<file path="src/rtl/mem_arbiter.sv">
// mem_arbiter: round-robin arbiter that lets two requesters (the RISC-V core
// and a DMA/debug loader) share the single port of bram_memory. One
// transaction is in flight at a time. Every output is a register.
module mem_arbiter #(
   parameter int pReadLatency = 1,
   parameter int pAddrWidth   = 32
) (
   input  logic                  iwClk,
   input  logic                  iwRst,
   input  logic                  iwM0Valid,
   input  logic                  iwM0Write,
   input  logic [pAddrWidth-1:0] iwM0Addr,
   input  logic [31:0]           iwM0WData,
   input  logic [3:0]            iwM0Wstrb,
   output logic                  owM0Ready,
   output logic                  owM0RValid,
   output logic [31:0]           owM0RData,
   input  logic                  iwM1Valid,
   input  logic                  iwM1Write,
   input  logic [pAddrWidth-1:0] iwM1Addr,
   input  logic [31:0]           iwM1WData,
   input  logic [3:0]            iwM1Wstrb,
   output logic                  owM1Ready,
   output logic                  owM1RValid,
   output logic [31:0]           owM1RData,
   output logic [pAddrWidth-1:0] owSReadAddr,
   output logic [pAddrWidth-1:0] owSWriteAddr,
   output logic [31:0]           owSWriteData,
   output logic [3:0]            owSWstrb,
   input  logic [31:0]           iwSReadData
);

   typedef enum logic [1:0] {IDLE, GRANT, RWAIT, RDONE} state_t;

   localparam logic [2:0] cLatency = 3'(pReadLatency);

   state_t                state_q, state_d;
   logic                  ptr_q, ptr_d;
   logic                  winner_q, winner_d;
   logic                  write_q, write_d;
   logic [2:0]            cnt_q, cnt_d;
   logic                  m0Ready_q, m0Ready_d;
   logic                  m1Ready_q, m1Ready_d;
   logic                  m0RValid_q, m0RValid_d;
   logic                  m1RValid_q, m1RValid_d;
   logic [31:0]           m0RData_q, m0RData_d;
   logic [31:0]           m1RData_q, m1RData_d;
   logic [pAddrWidth-1:0] sReadAddr_q, sReadAddr_d;
   logic [pAddrWidth-1:0] sWriteAddr_q, sWriteAddr_d;
   logic [31:0]           sWriteData_q, sWriteData_d;
   logic [3:0]            sWstrb_q, sWstrb_d;

   logic                  pick1;
   logic                  selWrite;
   logic [pAddrWidth-1:0] selAddr;
   logic [31:0]           selWData;
   logic [3:0]            selWstrb;

   // Pick the candidate winner: a lone requester wins, a tie goes to ptr_q.
   always_comb begin
      pick1    = iwM1Valid && (!iwM0Valid || ptr_q);
      selWrite = pick1 ? iwM1Write : iwM0Write;
      selAddr  = pick1 ? iwM1Addr  : iwM0Addr;
      selWData = pick1 ? iwM1WData : iwM0WData;
      selWstrb = pick1 ? iwM1Wstrb : iwM0Wstrb;
   end

   // Next-state logic. Output registers are loaded on the same edge that
   // enters a state, so they hold the request's address, data and strobes.
   always_comb begin
      state_d      = state_q;
      ptr_d        = ptr_q;
      winner_d     = winner_q;
      write_d      = write_q;
      cnt_d        = cnt_q;
      m0Ready_d    = 1'b0;
      m1Ready_d    = 1'b0;
      m0RValid_d   = 1'b0;
      m1RValid_d   = 1'b0;
      m0RData_d    = m0RData_q;
      m1RData_d    = m1RData_q;
      sReadAddr_d  = sReadAddr_q;
      sWriteAddr_d = sWriteAddr_q;
      sWriteData_d = sWriteData_q;
      sWstrb_d     = 4'h0;
      case (state_q)
         IDLE: begin
            if (iwM0Valid || iwM1Valid) begin
               state_d   = GRANT;
               winner_d  = pick1;
               write_d   = selWrite;
               m0Ready_d = !pick1;
               m1Ready_d = pick1;
               if (iwM0Valid && iwM1Valid) begin
                  ptr_d = !pick1;
               end
               if (selWrite) begin
                  sWriteAddr_d = selAddr;
                  sWriteData_d = selWData;
                  sWstrb_d     = selWstrb;
               end else begin
                  sReadAddr_d = selAddr;
               end
            end
         end
         GRANT: begin
            if (write_q) begin
               state_d = IDLE;
            end else begin
               state_d = RWAIT;
               cnt_d   = 3'd1;
            end
         end
         RWAIT: begin
            if (cnt_q == cLatency) begin
               state_d = RDONE;
            end else begin
               cnt_d = cnt_q + 3'd1;
            end
         end
         RDONE: begin
            state_d = IDLE;
            if (winner_q) begin
               m1RData_d  = iwSReadData;
               m1RValid_d = 1'b1;
            end else begin
               m0RData_d  = iwSReadData;
               m0RValid_d = 1'b1;
            end
         end
         default: state_d = IDLE;
      endcase
   end

   // State and output registers; reset abandons any transaction in flight.
   always_ff @(posedge iwClk) begin
      if (iwRst) begin
         state_q      <= IDLE;
         ptr_q        <= 1'b0;
         winner_q     <= 1'b0;
         write_q      <= 1'b0;
         cnt_q        <= 3'd0;
         m0Ready_q    <= 1'b0;
         m1Ready_q    <= 1'b0;
         m0RValid_q   <= 1'b0;
         m1RValid_q   <= 1'b0;
         m0RData_q    <= 32'h0;
         m1RData_q    <= 32'h0;
         sReadAddr_q  <= '0;
         sWriteAddr_q <= '0;
         sWriteData_q <= 32'h0;
         sWstrb_q     <= 4'h0;
      end else begin
         state_q      <= state_d;
         ptr_q        <= ptr_d;
         winner_q     <= winner_d;
         write_q      <= write_d;
         cnt_q        <= cnt_d;
         m0Ready_q    <= m0Ready_d;
         m1Ready_q    <= m1Ready_d;
         m0RValid_q   <= m0RValid_d;
         m1RValid_q   <= m1RValid_d;
         m0RData_q    <= m0RData_d;
         m1RData_q    <= m1RData_d;
         sReadAddr_q  <= sReadAddr_d;
         sWriteAddr_q <= sWriteAddr_d;
         sWriteData_q <= sWriteData_d;
         sWstrb_q     <= sWstrb_d;
      end
   end

   assign owM0Ready    = m0Ready_q;
   assign owM1Ready    = m1Ready_q;
   assign owM0RValid   = m0RValid_q;
   assign owM1RValid   = m1RValid_q;
   assign owM0RData    = m0RData_q;
   assign owM1RData    = m1RData_q;
   assign owSReadAddr  = sReadAddr_q;
   assign owSWriteAddr = sWriteAddr_q;
   assign owSWriteData = sWriteData_q;
   assign owSWstrb     = sWstrb_q;

endmodule

</file>
<file path="config.mk">
export PLATFORM = sky130hd
export DESIGN_NAME = mem_arbiter
export DESIGN_NICKNAME = d
export VERILOG_FILES = /design/src/rtl/mem_arbiter.sv
export SDC_FILE = /design/constraint.sdc
export NUM_CORES = 1
export LEC_CHECK = 0
export ABC_AREA = 1
export ABC_CLOCK_PERIOD_IN_PS = 2620
export CAP_MARGIN = 30
export CORE_ASPECT_RATIO = 1.75
export CORE_MARGIN = 1.5
export CORE_UTILIZATION = 30
export DETAILED_ROUTE_END_ITERATION = 8
export GPL_TIMING_DRIVEN = 0
export SLEW_MARGIN = 20
export SYNTH_ARGS = -nofsm -noshare
export SYNTH_HDL_FRONTEND = slang
export SYNTH_SLANG_ARGS = --single-unit
</file>
<file path="constraint.sdc">
create_clock -name iwClk -period 2.62 [get_ports iwClk]
set_clock_uncertainty 0.1 [all_clocks]
set_input_delay 0.393 -clock iwClk [delete_from_list [all_inputs] [get_ports iwClk]]
set_output_delay 0.393 -clock iwClk [all_outputs]
set_load 0.01 [all_outputs]
</file>
Word level (Yosys, flattened, before mapping)
Cells that the tools add are included.
- $add $sub $neg: 1
- eq/ne operators: 8
- mux-type cells: 13
- bitwise gates (word level): 5
- reduce and logical (&&, ||, !) cells: 19
- operators with widths (kind ; count):
    $mux W32 ; 2
    $reduce_and A3 Y1 ; 4
    $ne A2 B2 Y1 const B ; 4
    $pmux W2 S4 ; 1
    $reduce_and A2 Y1 ; 4
    $mux W2 ; 3
    $mux W3 ; 2
    $pmux W3 S2 ; 1
    $not A1 Y1 ; 5
    $eq A2 B2 Y1 const B ; 2
    $mux W4 ; 1
    $reduce_or A4 Y1 ; 1
    $add A3 B1 Y3 const B ; 1
    $eq A3 B1 Y1 const B ; 1
    $mux W1 ; 3
    $reduce_or A3 Y1 ; 1
    $eq A2 B1 Y1 const B ; 1
    $logic_and A1 B1 Y1 ; 2
    $logic_not A1 Y1 ; 2
    $logic_not A2 Y1 ; 1
    $logic_or A1 B1 Y1 ; 2
    $reduce_bool A2 Y1 ; 1
    $reduce_or A2 Y1 ; 1
- register bits after elaboration: 176
- bits of input ports: 174
- output and inout bits: 168
- logic and storage cells: 61

Logic depth before layout (Yosys ltp)
Gate-level depths: netlist (run 1).
- word-level depth: 6
- depth in mapped cells: 10

Worst setup path before layout (run 1)
OpenSTA, ideal clock, no wires.
- kind: input -> register
- from: in iwM1Valid
- to: reg sReadAddr_q[10] (netlist: owSReadAddr[10])
- data arrival time: 1.313 ns
- required time: 2.410 ns
- slack: 1.097 ns
- stages on the path: 8
- buffers on the path: 3
- cell sequence: buf_4 nor2_2 nor2_4 buf_2 buf_2 nand3_1 nand2_1 nor2_1
- cells in the longest elaborated chain, start to end: 4
- elaborated cells on any way between the ends: 6
- classes of those cells: mux (2); bitwise (1); reduce/logical (3)
- RTL lines (item ; RTL line ; RTL):
    start: declaration ; 18 ; input logic iwM1Valid,
    $logic_and A1 B1 Y1 ; 61 ; pick1 = iwM1Valid && (!iwM0Valid || ptr_q);
    $mux W1 ; 62 ; selWrite = pick1 ? iwM1Write : iwM0Write;
    $not A1 Y1 (no source line) ; -- ;
    $reduce_and A3 Y1 (no source line) ; -- ;
    end signal: assignment ; 165 ; sReadAddr_q <= sReadAddr_d;
    end: declaration ; 48 ; logic [pAddrWidth-1:0] sReadAddr_q, sReadAddr_d;
Several ways; a longest one is shown, not always the timed one.
A chain may end at the register's enable or synchronous reset.

Worst setup path after layout (run 1)
- from: in iwM0Valid
- to: reg sWriteData_q[20] (netlist: owSWriteData[20])
- cells in the longest elaborated chain, start to end: 5
- elaborated cells on any way between the ends: 7
- classes of those cells: mux (2); reduce/logical (5)
- RTL lines (item ; RTL line ; RTL):
    start: declaration ; 10 ; input logic iwM0Valid,
    $logic_not A1 Y1 ; 61 ;
    $logic_or A1 B1 Y1 ; 61 ;
    $logic_and A1 B1 Y1 ; 61 ;
    $mux W1 ; 62 ;
    $reduce_and A3 Y1 (no source line) ; -- ;
    end signal: assignment ; 167 ; sWriteData_q <= sWriteData_d;
    end: declaration ; 50 ; logic [31:0] sWriteData_q, sWriteData_d;
Several ways; a longest one is shown, not always the timed one.

==> results, run 1 <==
- For this run, the slowest stage of the critical path takes 0.47 ns.
- Counting flops with a built-in enable in the synthesized netlist gives 0.
- Setup repair after global routing left no endpoint under its margin.
- The prevailing post-synth register cell is dfxtp_1.
- VDD sags by at most 0.000405 V.
- The fraction of synthesis flops using an asynchronous set or reset pin is 0.
- The clock net in this run drives a total of 176 sinks.
- Of the total power, the clock network draws 0.328.
- For this run, the register share of the synthesized area comes to 0.429.
- The first global-routing pass estimated ~46000 µm of wire.
- The average wire length per cell after detail routing is 14.5 µm.
- Across the run, the number of max-cap violations was 0.
- The final global-route overflow total is 0.
- The power density relative to cell area is 606 nW/µm².
- By area the synthesized netlist is led by dfxtp_1 (43%), nand2_1 (19%), inv_1 (11%), nor2_1 (9.1%), nand3_1 (8.0%).
- The most frequent cell after synthesis is nand2_1.
- The combinational share of power is 0.273.
- Data on the critical path is required at its endpoint by 2.84 ns.
- The y dimension of the die is roughly 220 µm.
- Walking the worst path, the cells encountered are clkdlybuf4s50_1 > nand2_2 > nand2_4 > nand2_1 > nand3_2 > buf_4 > buf_6 > nor2_1 > nor2_1.
- The worst setup path is captured at a flop.
- The cell count after synthesis came out at between 1000 and 1500.
- The growth of design area from synthesis to finish is 53.8%.
- The largest net degree at the start of global routing is 17.
- The buffer depth of the longest clock path is 2.
- The HPWL after detailed placement is 23500 µm.
- The number of nets in the synthesized netlist is approximately 1500.
- The initial cell density of the core is 0.303.
- The number of hold-repair buffers added at the cts stage is 0.
- Headroom to the max-slew limit came out at 0.552.
- The area of the core is 27100 µm².
- The net switching power figure is 2.32 mW.
- Dividing the synthesized area by the synthesized cell count gives 6.23 µm².
- The overall routed net length is between 20000 and 30000 µm.
- The distinct cell type count of the synthesized netlist is 26.
- After clock tree synthesis, the clock-pin slew on the worst setup and hold paths is 0.07 ns.
- Across every metal layer, demand over resource in global routing totals 0.209.
- After detailed routing, the number of remaining DRC violations is 0.
- The row count is 80.
- The classification of the worst-slack hold path is in -> reg.
- The count of vias placed by the detailed router is 8807.
- The share of total power dissipated in sequential elements is 0.399.
- The congestion estimate from routability-driven global placement came to 0.841.
- In this run the number of H-tree levels came out at 4.
- In the final layout, the share of cells above drive strength 1 is 0.0433.
- The total negative slack for setup checks is 0 ns.
- The clock tree from TritonCTS is built.
- Dividing the final minimum period by the clock period gives 0.743.
- The data arrival at the endpoint of the critical path is 2.16 ns.
- The number of global-route vias before repair is 8443.
- The number of buffers created by CTS is 17.
- The horizontal die dimension is approximately 130 µm.
- The total of flip-flops plus latches after synthesis is 176.
- 0 antenna diodes ended up in the layout.
- The master cell of the clock root buffer is clkbuf_16.
- The worst setup path is launched from a primary input.
- Internal power comes to 5.34 mW.
- The highest fanout seen on the critical path is 10.
- The first detailed-routing pass ran for 5 iterations.
- The floorplan step defined a die boundary enclosing between 20000 and 30000 µm².
- The minimum clock period after layout is 1.95 ns.
- The leakage power is 6.05 nW.
- The detailed router finished its first iteration with approximately 330 violations.
- In this run the remaining antenna-violating nets after routing total 0.
- The total standard cell area after synthesis is 8210 µm².
- For this run, the top clock speed supported by timing is 513 MHz.
- Dividing the detail-routed via count by the number of cells gives 4.28.
- The clock reaches the later pin of the worst-skew pair after 0.43 ns.
- The post-CTS resize count is 0.
- The number of pins with negative max-slew slack in the final report is 0.
- The fraction of synthesized cell area taken by the top area cell type is 0.429.
- 342 I/O pins were placed.
- The synthesized design spends more area on one cell type than any other, namely dfxtp_1.
- During synthesis, Yosys emitted a total of 0 warnings.
- Setup violations remaining at the end of the flow were counted as 0.
- The flow ran to the end, and the final reports show no timing, DRC or antenna violations.
- The critical path is of the in -> reg type.
- The share of total power consumed by net switching is 0.303.
- The number of setup buffers added after CTS is 0.
- The cell at the slowest stage of the critical path is clkdlybuf4s50_1.
- The number of port buffers is around 340.
- The net count of the finished layout is approximately 1900.
- The worst hold margin is 0.184 ns.
- At the pin with the least slew margin, the transition time is 0.671 ns.
- The most numerous cell on the critical path is nor2_1.
- The hold violation count in the final report is 0.
- The number of antenna violations at the first check in global routing came to 0.
- By count the netlist is led by nand2_1 (407), inv_1 (234), nor2_1 (200).
-- routing by layer --
layer / up-vias / part of all wire / track usage
met2: 249 / 0.53 / 0.398
met3: 44 / 0.062 / 0.0567
li1: 4609 / - / -
met4: 0 / 0.031 / 0.0845
met1: 3905 / 0.37 / 0.211
met5: - / 0 / 0
-- sequential cells by signal, indices dropped and copies added (netlist names), named ones only --
register,flops
owM0RData,32
owM1RData,32
owSReadAddr,32
owSWriteAddr,32
owSWriteData,32
owSWstrb,4
cnt_q,3
owM0RValid,1
owM0Ready,1
owM1RValid,1
owM1Ready,1
ptr_q,1
state_q,1
winner_q,1
write_q,1
-- path summary, 6_finish.rpt --
kind | start | endpoint | slack, ns | depth (start not counted)
min | iwRst | owM1RData[18] | 0.18 | 2
max reg2reg | ptr_q | owSWriteData[20] | 0.78 | 9
max | iwM0Valid | owSWriteData[20] | 0.67 | 9
min reg2reg | owM1RData[18] | owM1RData[18] | 0.36 | 2
-- area by class of cell --
type | instances | area, µm²
clock buffers | 20 | 457
multi-input cells | 829 | 3440
well taps | 369 | 462
fillers | 2823 | 14500
flip-flops and latches | 176 | 3520
plain buffers | 77 | 358
repair buffers | 339 | 3390
inverters | 237 | 890
clock inverters | 9 | 110
-- critical path: cells and delay by family --
kind / cells / cell delay (ns)
buffers and inverters: 3 / 0.87
and+or+nand+nor: 6 / 0.91
-- metrics by stage --
step | std cells | setup slack (ns) | util | power, mW | instance area, µm²
global route | 2056 | 0.567 | 0.466 | 8.11 | 12600
floorplan | 1319 | 1.10 | - | 4.13 | 8210
CTS | 2056 | 0.637 | 0.466 | 7.77 | 12600
global placement | 2027 | 0.207 | 0.445 | 5.21 | 12100
detailed placement | 2027 | 0.171 | 0.445 | 5.23 | 12100
finish | 2056 | 0.672 | 0.466 | 7.66 | 12600
-- placed cells by master (no fill, tap or decap), types with 2 or more instances in the layout --
cell / Yosys / layout
clkdlybuf4s50_1: 0 / 339
buf_6: 3 / 3
o21ai_0: 34 / 34
buf_2: 28 / 28
bufinv_16: 0 / 2
clkbuf_1: 30 / 31
a21oi_1: 41 / 41
clkinv_2: 0 / 2
nor2_1: 200 / 200
buf_4: 3 / 3
inv_6: 0 / 2
dfxtp_1: 176 / 176
ha_1: 2 / 2
nand2_1: 407 / 407
buf_1: 13 / 13
nand2_2: 3 / 3
clkbuf_8: 0 / 2
clkbuf_16: 0 / 17
inv_1: 234 / 234
inv_2: 3 / 3
clkinvlp_4: 0 / 3
nand3_1: 131 / 131
-- power by group through the flow --
stage               clock (mW)  combinational, mW  sequential [mW]
finish                    2.52               2.09             3.05
global route              2.70               2.33             3.08
CTS                       2.59               2.13             3.06
detailed placement           0               2.11             3.11
global placement             0               2.10             3.11
floorplan                    0              0.918             3.21
-- logic make-up after synthesis --
family,synth area share
buffers and inverters,0.152
and+or+nand+nor,0.367
xor gates and xnor gates,0.00107
AOI/OAI and AO/OA,0.0482
adders and majority gates,0.00305
DFF,0.429
Note: power is estimated with default switching activity, not from simulation.
==> run 2: changes to the inputs <==
ABC_CLOCK_PERIOD_IN_PS = 1700   (was 2620)
clock period = 1.7 ns   (was 2.62 ns; I/O delays follow)
==> run 2 against run 1 <==
Effect of this change:
- setup slack worse by 0.65 ns
- largest power group unchanged
- core utilization grew 1.1 points
- sequential share of layout area is 0.64 points lower
- clock power grew 54%
- clock-buffer cell count stayed put
- final cell count rose by 0.54%
- sequential power up 54%
- combinational power is 53% higher
- worst hold slack worse by 0.14 ns
- cell area is 2.4% higher
- highest routed layer unchanged
- routed wire length increased by 1.5%
==> results, run 2 (synthesis results as in run 1) <==
- The global-route wire length before repair is 45800 µm (+0.12%).
- The capture instance of the worst register-to-register path is owSWriteData[20].
- The power density relative to cell area is 912 nW/µm² (+50%).
- The worst hold path cell count is 2 (unchanged).
- The number of cells traversed by the worst register-to-register path is 8 (-1).
- The number of pins with negative max-slew slack in the final report came to 0 (unchanged).
- The clock sink count is 176 (unchanged).
- The signal on the critical path passes through clkdlybuf4s50_1.
- Setup repair after global routing could not meet its margin everywhere.
- The total negative slack for setup checks was 0 ns (unchanged).
- The share of post-route cells with drive strength above 1 is 0.0631 (+0.0198).
- In the layout the commonest cells are nand2_1 (406), inv_1 (233), nor2_1 (198).
- The worst relative slew slack came to 0.552 (-0.000613).
- The number of buffers created by CTS came to 17 (unchanged).
- The post-detailed-route DRC marker count is 0 (unchanged).
- The data arrival at the endpoint of the critical path is 1.32 ns (-0.84 ns).
- The sum of buffers and inverters on the critical path was 1 (-2).
- The count of vias placed by the detailed router is 8906 (+1.1%).
- The beginning of the critical path is owSReadAddr[7].
- The worst slack at placement was -0.611 ns (-0.782 ns).
- The number of H-tree branching levels is 4 (unchanged).
- The pin slew with the least headroom to its limit is 0.672 ns (+0.000919 ns).
- The last weighted congestion value of the routability-driven placer is 0.841 (unchanged).
- The worst hold path startpoint is iwRst.
- Based on the critical path, the design can be clocked at up to 596 MHz.
- The type of element capturing the critical path is a primary output.
- The clock-pin slew on the worst setup and hold paths is 0.07 ns (about the same).
- The horizontal die dimension is 128 µm (unchanged).
- The via density per instance came to 4.31 (+0.59%).
- The I/O pin total is 342 (unchanged).
- The library cell used most frequently in the layout, excluding fill and tap cells, is nand2_1.
- The y dimension of the die is 222 µm (unchanged).
- The flow ran to the end, and the final reports show no timing, DRC or antenna violations.
- The largest voltage drop on the vdd net is 0.000629 V (+55%).
- The growth of design area from synthesis to finish is 57.5%.
- The remaining number of nets flagged by the antenna check after routing was 0 (unchanged).
- The final number of setup-violating endpoints is 0 (unchanged).
- The number of port buffers came to 339 (unchanged).
- TritonCTS built the clock tree.
- The overall routed net length is 30300 µm (+1.5%).
- The combined global-route utilization of all metal layers came to 0.210 (+0.000252).
- The portion of the clock cycle consumed by the worst path in the final layout is 0.987.
- The largest net degree at the start of global routing is 17 (unchanged).
- The count of maximum capacitance violations is 0 (unchanged).
- The number of global-route vias before repair is 8462 (+0.23%).
- The HPWL after detailed placement is 23500 µm (unchanged).
- By startpoint and endpoint, the worst setup path is classified as reg -> out.
- The cell count after placement came to 2027 (unchanged).
- The startpoint type of the worst setup path is a flop.
- The data required time at the worst endpoint is 1.34 ns (-1.50 ns).
- The number of hold-repair buffers added at the cts stage is 0 (unchanged).
- The total die area was 28400 µm² (unchanged).
- The highest fanout seen on the critical path is 2 (-8).
- The number of antenna violations at the first check in global routing is 1 (+1).
- The leakage power is 7.73 nW (+28%).
- The total number of nets in the final design is 1863 (+0.54%).
- The count of filler cells inserted in the layout is 2845 (+0.78%).
- The row count was 80 (unchanged).
- The average wire length per cell after detail routing is 14.6 µm (+0.91%).
- The final global-route overflow total came to 0 (unchanged).
- Among all stages on the critical path, the largest delay is contributed by clkdlybuf4s50_1.
- The biggest cell delay along the critical path is 0.57 ns (+0.10 ns).
- The worst hold margin was 0.0428 ns (-0.141 ns).
- The classification of the worst-slack hold path is in -> reg.
- The worst hold endpoint is owM1RData[19].
- The buffer depth of the longest clock path is 2 (unchanged).
- The tree is rooted in a clkbuf_16.
- The number of optimization iterations in the first detailed-route pass is 5 (unchanged).
- The final design utilization is 0.477 (+0.0110).
- The slack of the worst reg-to-reg path came to 0.06 ns (-0.72 ns).
- The insertion delay of the later-clocked pin in the worst-skew pair came to 0.43 ns (about the same).
- The initial cell density of the core was 0.303 (unchanged).
- The family with the most delay on the worst path is buffers and inverters.
- The count of placed standard cells in the final layout, fillers left out is 2067 (+0.54%).
- The number of DRC violations after detailed-routing iteration 0 is 324 (-2.4%).
- The hold violation count in the final report is 0 (unchanged).
- The least setup slack across all paths after layout is 0.0215 ns (-0.651 ns).
- The minimum clock period after layout is about 1.7 ns.
- The area of the core is 27100 µm² (unchanged).
## run 2: changes by cell type in the layout (fill, tap and decap cells not counted), moves of 3 or more
cell / delta
buf_1: -5
buf_2: -11
buf_4: +16
clkbuf_1: -15
clkbuf_2: +18
clkbuf_4: +3
clkdlybuf4s50_1: -147
dlygate4sd2_1: +74
dlymetal6s2s_1: +73
## run 2: layer usage
| metal | up-vias | part of all wire | global-route usage |
|---|---|---|---|
| met3 | 49 | 0.060 | 0.0557 |
| met2 | 238 | 0.53 | 0.397 |
| met5 | - | 0 | 0 |
| li1 | 4633 | - | - |
| met4 | 0 | 0.035 | 0.0881 |
| met1 | 3986 | 0.37 | 0.212 |
## run 2: worst max-delay path by stage
stage | end | slack, ns | cells after the start
2_1_floorplan | owSWriteData[10] | 0.30 | 9
4_1_cts | owM1RData[3] | 0.0002 | 1
5_1_grt | owM1RData[11] | -0.09 | 6
3_3_place_gp | owSWriteData[2] | -0.58 | 9
6_report | owSReadAddr[7] | 0.02 | 1
3_5_place_dp | owSWriteData[2] | -0.61 | 9
## run 2: worst reg2reg max path, stage by stage (launching register included)
cell and delay (ns):
dfxtp_1 0.35, inv_1 0.11, nand2_1 0.09, nor2_4 0.22, nand3_4 0.17, buf_8 0.18
buf_6 0.14, nor2_1 0.12, nor2_1 0.06
## run 2: timing repair
item / CTS / global route
endpoints found under the setup margin: 212 / 235
setup buffers: 0 / 9
resized for setup: 93 / 117
gates cloned: 0 / 1
pin swaps: 0 / 5
## run 2: per-stage QoR
| stage | cell area (µm²) | total power [mW] |
|---|---|---|
| 5_1_grt | 12900 | 12.5 |
| 2_1_floorplan | 8210 | 6.37 |
| 4_1_cts | 12600 | 11.9 |
| 3_3_place_gp | 12100 | 8.03 |
| 6_report | 12900 | 11.8 |
| 3_5_place_dp | 12100 | 8.06 |
## run 2: cell type report
cell class              instances  area (µm²)  share of cell area
well taps                     369         462              0.0357
multi-input cells             829        3480               0.269
clock inverters                 9         110             0.00851
diodes                          1        2.50            0.000193
flip-flops and latches        176        3520               0.272
plain buffers                  77         430              0.0333
clock buffers                  20         457              0.0353
repair buffers                349        3580               0.277
inverters                     237         892              0.0690
## run 2: where the power goes
group,switching [mW],total (mW),leakage [nW],internal [mW]
Combinational,1.76,3.20,6.02,1.44
Clock,1.67,3.89,0.271,2.22
Sequential,0.184,4.69,1.44,4.51
Total,3.61,11.8,7.73,8.18
==> RTL edit 1 (flow settings as in run 2) <==
Reset style: asynchronous (`iwRst`), changed in one clocked block.
--- a/src/rtl/mem_arbiter.sv
+++ b/src/rtl/mem_arbiter.sv
@@ -135,3 +135,3 @@
    // State and output registers; reset abandons any transaction in flight.
-   always_ff @(posedge iwClk) begin
+   always_ff @(posedge iwClk or posedge iwRst) begin
       if (iwRst) begin
Check against the original RTL: differs if iwRst is asserted again (counterexample within 4 cycles, from zero or initial values and one cycle with iwRst high); with iwRst held inactive, the same outputs for 4 cycles.
==> RTL edit 1 against run 2 <==
- design area fell by 5.1%
- area after synthesis fell by 5.3%
- wire length fell by 5.8%
- register-to-register slack improved by 0.05 ns
- critical endpoint is now owSWstrb[2]
- sequential cell count did not move
- worst setup slack improved by 0.020 ns
- count of clock-buffer cells in the layout rose by 3
Power is not compared: it rests on default switching activity, and its combinational part moved more than twofold at a synthesized area within 25%.
==> RTL edit 1: results <==
{
  "status": "complete, no violations",
  "synthTopCellsByArea": "dfrtp_1 57%, nand2_1 19%, nand3_1 11%",
  "crit_path_max_fanout": 1,
  "dp_slack_ns": -0.516,
  "slowest_delay_ns": 0.55,
  "grt.total_usage_pct": 21.3,
  "register_area_um2": 4410,
  "worstReg2RegEnd": "owSReadAddr[3]",
  "whs_ns": 0.141,
  "yosys.area_share.adder_pct": 0.322,
  "hold_class": "input port to async pin",
  "syn_inst": 949,
  "fillCellCount": 2571,
  "drt_iter0_drc": 331,
  "dp_hpwl_mm": 22.0,
  "synth_cell_type_count": 23,
  "async_flop_share_pct": 100,
  "dp.cells": 1610,
  "wl_met3_mm": 1.59,
  "synth_commonest_cells": "403 x nand2_1, 176 x dfrtp_1, 168 x nand3_1",
  "antenna_found_initial": 0,
  "cp.arrival_ns": 1.30,
  "placed_cell_area_um2": 11700,
  "synth-xor-area-share_pct": 0.113,
  "maxSlewHeadroom_pct": 59.1,
  "gp_congestion": 0.840,
  "wl_met2_mm": 15.4,
  "ys.flop_type": "dfrtp_1",
  "grt_util_met1_pct": 23.7,
  "ys_seq_area_share_pct": 56.6
}
[RTL edit 1: cell count changes after synthesis, moves of 11 or more]
| cell | before | now |
|---|---|---|
| nand3_1 | 131 | 168 |
| a21oi_1 | 41 | 0 |
| nor2_1 | 200 | 2 |
| clkbuf_1 | 30 | 16 |
| buf_2 | 28 | 39 |
| dfrtp_1 | 0 | 176 |
| dfxtp_1 | 176 | 0 |
| o21ai_0 | 34 | 68 |
| inv_1 | 234 | 46 |
[RTL edit 1: worst max-delay path by stage]
stage                     slack, ns          endpoint     startpoint
after floorplan               -0.91         async pin          iwRst
after global placement        -2.50  owSWriteAddr[21]          iwRst
after detailed placement      -0.52   owSWriteAddr[3]      iwM0Valid
after CTS                   0.00001     owM1RData[12]  owM1RData[12]
after global routing         -0.009    owSReadAddr[6]     state_q[0]
final                          0.04       owSWstrb[2]    owSWstrb[2]
[RTL edit 1: what timing repair did]
item,4_1_cts,5_1_grt
setup endpoints to repair,211,150
pin swaps,0,4
buffers inserted,0,4
endpoints found under the hold margin,0,0
resized for setup,149,64
[RTL edit 1: power groups by stage]
| stage | Clock [mW] | Combinational (mW) | Sequential, mW |
|---|---|---|---|
| floorplan | 0 | 3.37 | 8.26 |
| global placement | 0 | 10.2 | 7.34 |
| detailed placement | 0 | 10.3 | 7.37 |
| CTS | 3.96 | 9.25 | 7.28 |
| global route | 4.13 | 9.99 | 7.53 |
| finish | 3.86 | 9.13 | 7.26 |
[RTL edit 1: area by class of cell]
class	count	area share (%)
sequential	176	35.9
multi-input combinational	659	23.5
clock inverter	6	0.683
clock buffer	23	3.89
timing repair buffer	349	28.0
inverter	48	1.50
buffer	66	3.38
tap	316	3.22
==> RTL edit 2 (flow settings as in run 2) <==
Without the edit above. Set the parameter `pAddrWidth` to 36 (it was 32).
--- a/src/rtl/mem_arbiter.sv
+++ b/src/rtl/mem_arbiter.sv
@@ -5,3 +5,3 @@
    parameter int pReadLatency = 1,
-   parameter int pAddrWidth   = 32
+   parameter int pAddrWidth   = 36
 ) (
Interface: changed (resized iwM0Addr, iwM1Addr, owSReadAddr and owSWriteAddr); port bits go from 342 to 358. No check against the original RTL was run, so the function may have changed too.
==> RTL edit 2 against run 2 <==
- design area up 2.8%
- worst setup slack better by 0.0084 ns
- wire length up 7.4%
- critical path type unchanged
- power up 4.0%
- critical path depth unchanged
- area after synthesis up 5.4%
- combinational power up 4%
- maximum frequency up 0.51%
- sequential cell count up 8
==> RTL edit 2: results <==
{
  "status": "complete, no violations",
  "port_buffers": 356,
  "grt_util_met1_pct": 21.6,
  "wl_per_cell_um": 14.9,
  "switching_share_pct": 31.6,
  "min_to": "owM0RValid",
  "crit_start": "owSWriteAddr[28]",
  "synth_nets": 1584,
  "viasPerCell": 4.31,
  "seq_cells": 184,
  "rrSetupSlack_ns": 0.12,
  "synth_commonest_cells": "433 x nand2_1, 246 x inv_1, 209 x nor2_1",
  "multi_input_gates": 873,
  "fillCellCount": 3065,
  "min_path_cells": 3,
  "drive_gt1_share_pct": 7.23,
  "sh_seq_area_pct": 27.7,
  "whs_ns": 0.263,
  "ys_seq_area_share_pct": 42.6,
  "synth_cell_type_count": 23,
  "use_met2_pct": 40.5,
  "dp.cells": 2134,
  "clock_latency_ns": 0.45,
  "buffers_excl_clock": 447,
  "grt_pass1_vias": 9083,
  "bufAreaShareNonClock_pct": 29.4,
  "worstReg2RegEnd": "owSWriteData[15]",
  "crit_path_end": "owSWriteAddr[28]",
  "clock_cell_area_share_pct": 4.42,
  "pwr-share-clk_pct": 32.7,
  "wl_met1_mm": 12.2,
  "gp_congestion": 0.857,
  "wl_met2_mm": 17.1,
  "antennaDiodeCount": 2,
  "vdd_drop_max_v": 0.000693,
  "grtUsageMet3_pct": 5.06,
  "maxSlewHeadroom_pct": 60.0,
  "slowest_delay_ns": 0.54,
  "multi_input_area_share_pct": 27.5,
  "drt_iter0_drc": 402,
  "wl_met3_mm": 1.87,
  "ctsResizeCount": 194,
  "cts_setup_buffers": 0,
  "synthTopCellsByArea": "dfxtp_1 43%, nand2_1 19%, inv_1 11%",
  "grt.total_usage_pct": 21.3,
  "hold_buffers": 1,
  "n_clock_buffer": 23,
  "p_per_area_nw_per_um2": 922
}
-- RTL edit 2: changes by cell type in the layout (fill, tap and decap cells not counted), sizes merged --
cell,delta
dlygate4sd3,+1
buf,+6
dlygate4sd2,+96
diode,+1
dfxtp,+8
dlymetal6s2s,-72
nand3,+12
nor2,+8
bufinv,-1
clkdlybuf4s50,-7
clkinvlp,+2
inv,+23
nand2,+24
-- RTL edit 2: through the flow --
stage | setup slack, ns | setup TNS, ns | instance area, µm²
floorplan | 0.292 | 0 | 8650
global placement | -0.703 | -59.18 | 12700
detailed placement | -0.702 | -61.38 | 12700
CTS | 0.000290 | 0 | 13100
global route | -0.00381 | -0.00722 | 13300
finish | 0.0300 | 0 | 13300
-- RTL edit 2: logic make-up after synthesis --
kind of cell    after synthesis  share of synthesized area [%]
compound gates               78                           4.57
xor+xnor                      1                          0.101
flops                       184                           42.6
buf+inv                     343                           15.7
simple gates                792                           36.7
fa+ha+maj                     2                          0.289
